### config.mk
export PLATFORM = sky130hd
export DESIGN_NAME = hazard_ctrl
export DESIGN_NICKNAME = d
export VERILOG_FILES = /design/src/rtl/hazard_ctrl.sv
export SDC_FILE = /design/constraint.sdc
export NUM_CORES = 1
export LEC_CHECK = 0
export CORE_MARGIN = 10
export CORE_UTILIZATION = 40
export CTS_BUF_LIST = sky130_fd_sc_hd__clkbuf_4
export DETAILED_ROUTE_END_ITERATION = 10
export GPL_TIMING_DRIVEN = 0
export HOLD_SLACK_MARGIN = 0.02
export PLACE_DENSITY = 0.76
export SYNTH_ARGS = -nofsm -noshare
export SYNTH_HDL_FRONTEND = slang
export SYNTH_SLANG_ARGS = --single-unit
### constraint.sdc
create_clock -name clk -period 2.7 [get_ports clk]
set_clock_uncertainty 0.1 [all_clocks]
set_input_delay 0.54 -clock clk [delete_from_list [all_inputs] [get_ports clk]]
set_output_delay 0.54 -clock clk [all_outputs]
set_load 0.01 [all_outputs]
### src/rtl/hazard_ctrl.sv
// Pipeline hazard controller: memory freeze, multi-cycle mul/div stall,
// taken-branch flush and load-use interlock, plus saturating stall/flush
// performance counters.
module hazard_ctrl #(
  parameter int MD_CYCLES = 4
) (
  input  logic        clk,
  input  logic        rst_n,
  input  logic [4:0]  id_rs,
  input  logic [4:0]  id_rt,
  input  logic        id_uses_rs,
  input  logic        id_uses_rt,
  input  logic [4:0]  ex_reg,
  input  logic        ex_write,
  input  logic        ex_is_load,
  input  logic        ex_md_start,
  input  logic        branch_taken,
  input  logic        mem_req,
  input  logic        mem_ready,
  output logic        pc_stall,
  output logic        ifid_stall,
  output logic        idex_stall,
  output logic        exmem_stall,
  output logic        ifid_flush,
  output logic        idex_bubble,
  output logic        exmem_bubble,
  output logic        memwb_bubble,
  output logic        md_done,
  output logic        busy,
  output logic [15:0] stall_cnt,
  output logic [15:0] flush_cnt
);

  typedef enum logic {RUN, MD_BUSY} state_t;

  // The entry cycle in RUN is already a stall, so the counter starts two short.
  localparam logic [3:0] MD_LOAD = 4'(MD_CYCLES - 2);

  state_t     state, state_nxt;
  logic [3:0] md_cnt, md_cnt_nxt;
  logic       mem_freeze, load_use, md_stall;

  assign mem_freeze = mem_req & ~mem_ready;
  assign load_use   = ex_is_load & ex_write & (ex_reg != 5'd0) &
                      ((id_uses_rs & (ex_reg == id_rs)) |
                       (id_uses_rt & (ex_reg == id_rt)));
  assign md_stall   = ((state == RUN) & ex_md_start) |
                      ((state == MD_BUSY) & (md_cnt != 4'd0));
  assign busy       = (state == MD_BUSY);

  // Mul/div sequencing; a memory freeze holds the op where it is.
  always_comb begin
    state_nxt  = state;
    md_cnt_nxt = md_cnt;
    md_done    = 1'b0;
    case (state)
      RUN: begin
        if (ex_md_start && !mem_freeze) begin
          state_nxt  = MD_BUSY;
          md_cnt_nxt = MD_LOAD;
        end
      end
      MD_BUSY: begin
        if (!mem_freeze) begin
          if (md_cnt != 4'd0) begin
            md_cnt_nxt = md_cnt - 4'd1;
          end else begin
            md_done   = 1'b1;
            state_nxt = RUN;
          end
        end
      end
      default: state_nxt = RUN;
    endcase
  end

  // Pipeline control, highest-priority hazard wins.
  always_comb begin
    pc_stall     = 1'b0;
    ifid_stall   = 1'b0;
    idex_stall   = 1'b0;
    exmem_stall  = 1'b0;
    ifid_flush   = 1'b0;
    idex_bubble  = 1'b0;
    exmem_bubble = 1'b0;
    memwb_bubble = 1'b0;
    if (mem_freeze) begin
      pc_stall     = 1'b1;
      ifid_stall   = 1'b1;
      idex_stall   = 1'b1;
      exmem_stall  = 1'b1;
      memwb_bubble = 1'b1;
    end else if (md_stall) begin
      pc_stall     = 1'b1;
      ifid_stall   = 1'b1;
      idex_stall   = 1'b1;
      exmem_bubble = 1'b1;
    end else if (branch_taken) begin
      // A taken branch discards the ID instruction, so any load-use is moot.
      ifid_flush  = 1'b1;
      idex_bubble = 1'b1;
    end else if (load_use) begin
      pc_stall    = 1'b1;
      ifid_stall  = 1'b1;
      idex_bubble = 1'b1;
    end
  end

  // FSM state register; reset abandons any op in flight.
  always_ff @(posedge clk) begin
    if (!rst_n) begin
      state  <= RUN;
      md_cnt <= 4'd0;
    end else begin
      state  <= state_nxt;
      md_cnt <= md_cnt_nxt;
    end
  end

  // Saturating performance counters.
  always_ff @(posedge clk) begin
    if (!rst_n) begin
      stall_cnt <= 16'd0;
      flush_cnt <= 16'd0;
    end else begin
      if (pc_stall && stall_cnt != 16'hFFFF) stall_cnt <= stall_cnt + 16'd1;
      if (ifid_flush && flush_cnt != 16'hFFFF) flush_cnt <= flush_cnt + 16'd1;
    end
  end

endmodule
==> results of run 1 <==
==> power by group through the flow <==
stage / Sequential, mW / Clock, mW / Combinational (mW)
4_1_cts: 0.580 / 0.317 / 0.251
3_5_place_dp: 0.593 / 0 / 0.241
2_1_floorplan: 0.595 / 0 / 0.124
3_3_place_gp: 0.593 / 0 / 0.235
5_1_grt: 0.584 / 0.340 / 0.275
6_report: 0.581 / 0.311 / 0.254
==> registers in the layout, summed over array words and instances (netlist names) <==
signal and count:
flush_cnt 16, stall_cnt 16, md_cnt 4, busy 1
==> critical path: stages <==
cell and delay (ps):
clkdlybuf4s15_1 230, or4_4 510, o2111a_1 260, a21o_1 210, buf_4 130, buf_4 130
==> final timing paths <==
path | from | to | slack (ps) | cells after the start
worst min register to register | stall_cnt[10] | stall_cnt[10] | 390 | 2
worst max register to register | stall_cnt[3] | stall_cnt[1] | 170 | 8
worst max-delay path | ex_reg[3] | pc_stall | 50 | 6
worst min-delay path | stall_cnt[10] | stall_cnt[10] | 390 | 2
==> per-stage QoR <==
step | cell area [sq um] | std cells | power, mW
final | 2843 | 383 | 1.145
after global routing | 2843 | 383 | 1.199
after CTS | 2826 | 380 | 1.148
after detailed placement | 2711 | 367 | 0.8336
after global placement | 2711 | 367 | 0.8272
after floorplan | 1977 | 235 | 0.7190
==> cell type report <==
class / count / share of cell area
timing repair buffer: 73 / 0.2438
multi-input combinational: 179 / 0.4102
clock buffer: 8 / 0.02113
tap: 67 / 0.02949
inverter: 10 / 0.01320
sequential: 37 / 0.2610
buffer: 9 / 0.02113
==> synthesized netlist by cell type, types with 6 or more instances <==
cell type,n,share of area
o21ai_1,7,0.018
nand4_1,9,0.028
or3_1,6,0.019
or4_1,7,0.027
nor3_1,6,0.015
a21oi_1,13,0.033
nand3_1,14,0.035
xor2_1,12,0.053
nor2_1,25,0.047
dfxtp_1,37,0.37
xnor2_1,15,0.066
nand2_1,21,0.040
mux2i_1,6,0.030
inv_1,10,0.019
==> logic make-up (layout without fill, tap and decap cells) <==
group,after synthesis,count (layout),synth area share
AO/OA/AOI/OAI,34,34,0.1133
XOR/XNOR,27,27,0.1196
adder cells (fa/ha/maj),4,4,0.02532
buffers and inverters,19,100,0.04937
flip-flops,37,37,0.3747
multiplexers,7,7,0.03608
AND/OR/NAND/NOR,107,107,0.2816
==> what timing repair did <==
action / CTS / global route
endpoints found under the setup margin: 6 / 6
gates resized for setup: 19 / 11
setup buffers: 5 / 3
pin swaps: 5 / 6
gates cloned: 0 / 0
==> routing by layer <==
metal	vias up	track usage
li1	992	-
met1	936	0.1704
met2	76	0.2119
met3	6	0.04988
met4	0	0.03581
met5	-	0
==> metrics.md, run 1 <==
| Metric | Value |
|---|---|
| Drt pass-1 iters | 4 |
| Hold Crit Class | reg -> reg |
| Internal power | between 0.8 and 0.9 mW |
| Final worst slack | between 40 and 50 ps |
| Slew @ Worst Pin | 592.8 ps |
| Detailed Place HPWL | between 4000 and 5000 microns |
| Ports | 67 |
| Max FO, Critical Path | 3 |
| Synth Register Bits | 37 |
| Die Footprint | roughly 0.0082 sq mm |
| Post-Syn Instances | approximately 240 |
| Grt ovf | 0 |
| Critical path capture point type | primary output |
| WL met3 | roughly 360 microns |
| DRT iter0 DRCs | between 100 and 150 |
| Syn Nets | ~260 |
| Prevailing post-synth register cell | dfxtp_1 |
| Vias | between 2000 and 2500 |
| TritonCTS buffer count | 5 |
| Initial Utilization | 0.4158 |
| Sequential area share after synthesis | 0.3747 |
| Diodes inserted | 0 |
| Die height | around 90 microns |
| WL per Instance | between 10 and 15 microns |
| Root buffer cell | clkbuf_4 |
| Chip width | between 90 and 100 microns |
| Skew-Pair Late Insertion Delay | 340 ps |
| Fill count | between 400 and 500 |
| Synthesis Warnings | 0 |
| Yosys cell types | 39 |
| Switching Power | 0.3136 mW |
| Leak pwr | about 1.0 nW |
| Max Clk Rate | roughly 380 MHz |
| Most common cell after layout, fill and taps aside | clkdlybuf4s50_1 |
| Most frequent cells in the layout | clkdlybuf4s50_1, dfxtp_1, nor2_1 |
| Routed met1 length | 2859 microns |
| Clk pwr share | 0.272 |
| Worst-case vdd ir drop | 0.2414 mV |
| CTS tree | yes |
| Sequential Power Share | 0.507 |
| Drt drc | 0 |
| Global-route wire length before repair | 9301 microns |
| CP arrival | roughly 2000 ps |
| Antenna violations before repair | 0 |
| Synthesized area | between 0.0015 and 0.002 sq mm |
| Antenna viol nets, final | 0 |
| Slew headroom | 0.6039 |
| Final Hold Fails | 0 |
| Layout cells sized above 1 | 0.1139 |
| Max-Cap Viols | 0 |
| Nets@finish | 344 |
| Share of synthesized registers carrying an async set or reset | 0 |
| Worst slack at placement | -640.1 ps |
| IO buf count | 65 |
| Mapped Avg Cell Area | around 8.4 sq um |
| WHS | between 300 and 400 ps |
| Number of flops mapped to enable cells by yosys | 0 |
| Outcome | complete, no violations |
| Crit Path Class | in -> out |
| CP required | ~2000 ps |
| Max Buffers Root-to-Sink | 2 |
| Site row count | 25 |
| Area grow syn2layout | 43.80% |
| GRT Total Usage | 0.1354 |
| Slew Viols, Final | 0 |
| Final core occ | 0.5979 |
| Total clock sinks | 37 |
| Logic pwr share | 0.221 |
| Switch share | 0.2738 |
| Pin count of the biggest net entering global routing | 11 |
| Count of final setup violators | 0 |
| Total number of H-tree levels | 2 |
| PD cells | 402.9 mW/mm^2 |
| Clock-pin slew on the worst setup and hold paths | approximately 100 ps |
| Vias in the first global route | about 1900 |
| RePlAce Congestion | about 0.8 |
| Min cycle time layout | between 2000 and 3000 ps |
| FF+latch area | 742.0 sq um |
| WL final | ~5700 microns |
| Critical path launch point type | primary input |
| Core Area | about 0.0048 sq mm |
| Hold buffers post-CTS | 0 |
| Top layer used by detailed routing | met4 |
| Met2 routed WL | between 2000 and 2500 microns |
| Final Cycle Share | 0.9826 |
| Multi-input gate area | 0.001166 sq mm |
| Setup TNS | 0 ps |
| Via density | around 5.2 |
Note: power is estimated with default switching activity, not from simulation.
==> run 2, diff against run 1 <==
SLEW_MARGIN = 20   (was unset)
==> results of run 2 <==
No change in the layout: final DEF, timing and power equal those of run 1.
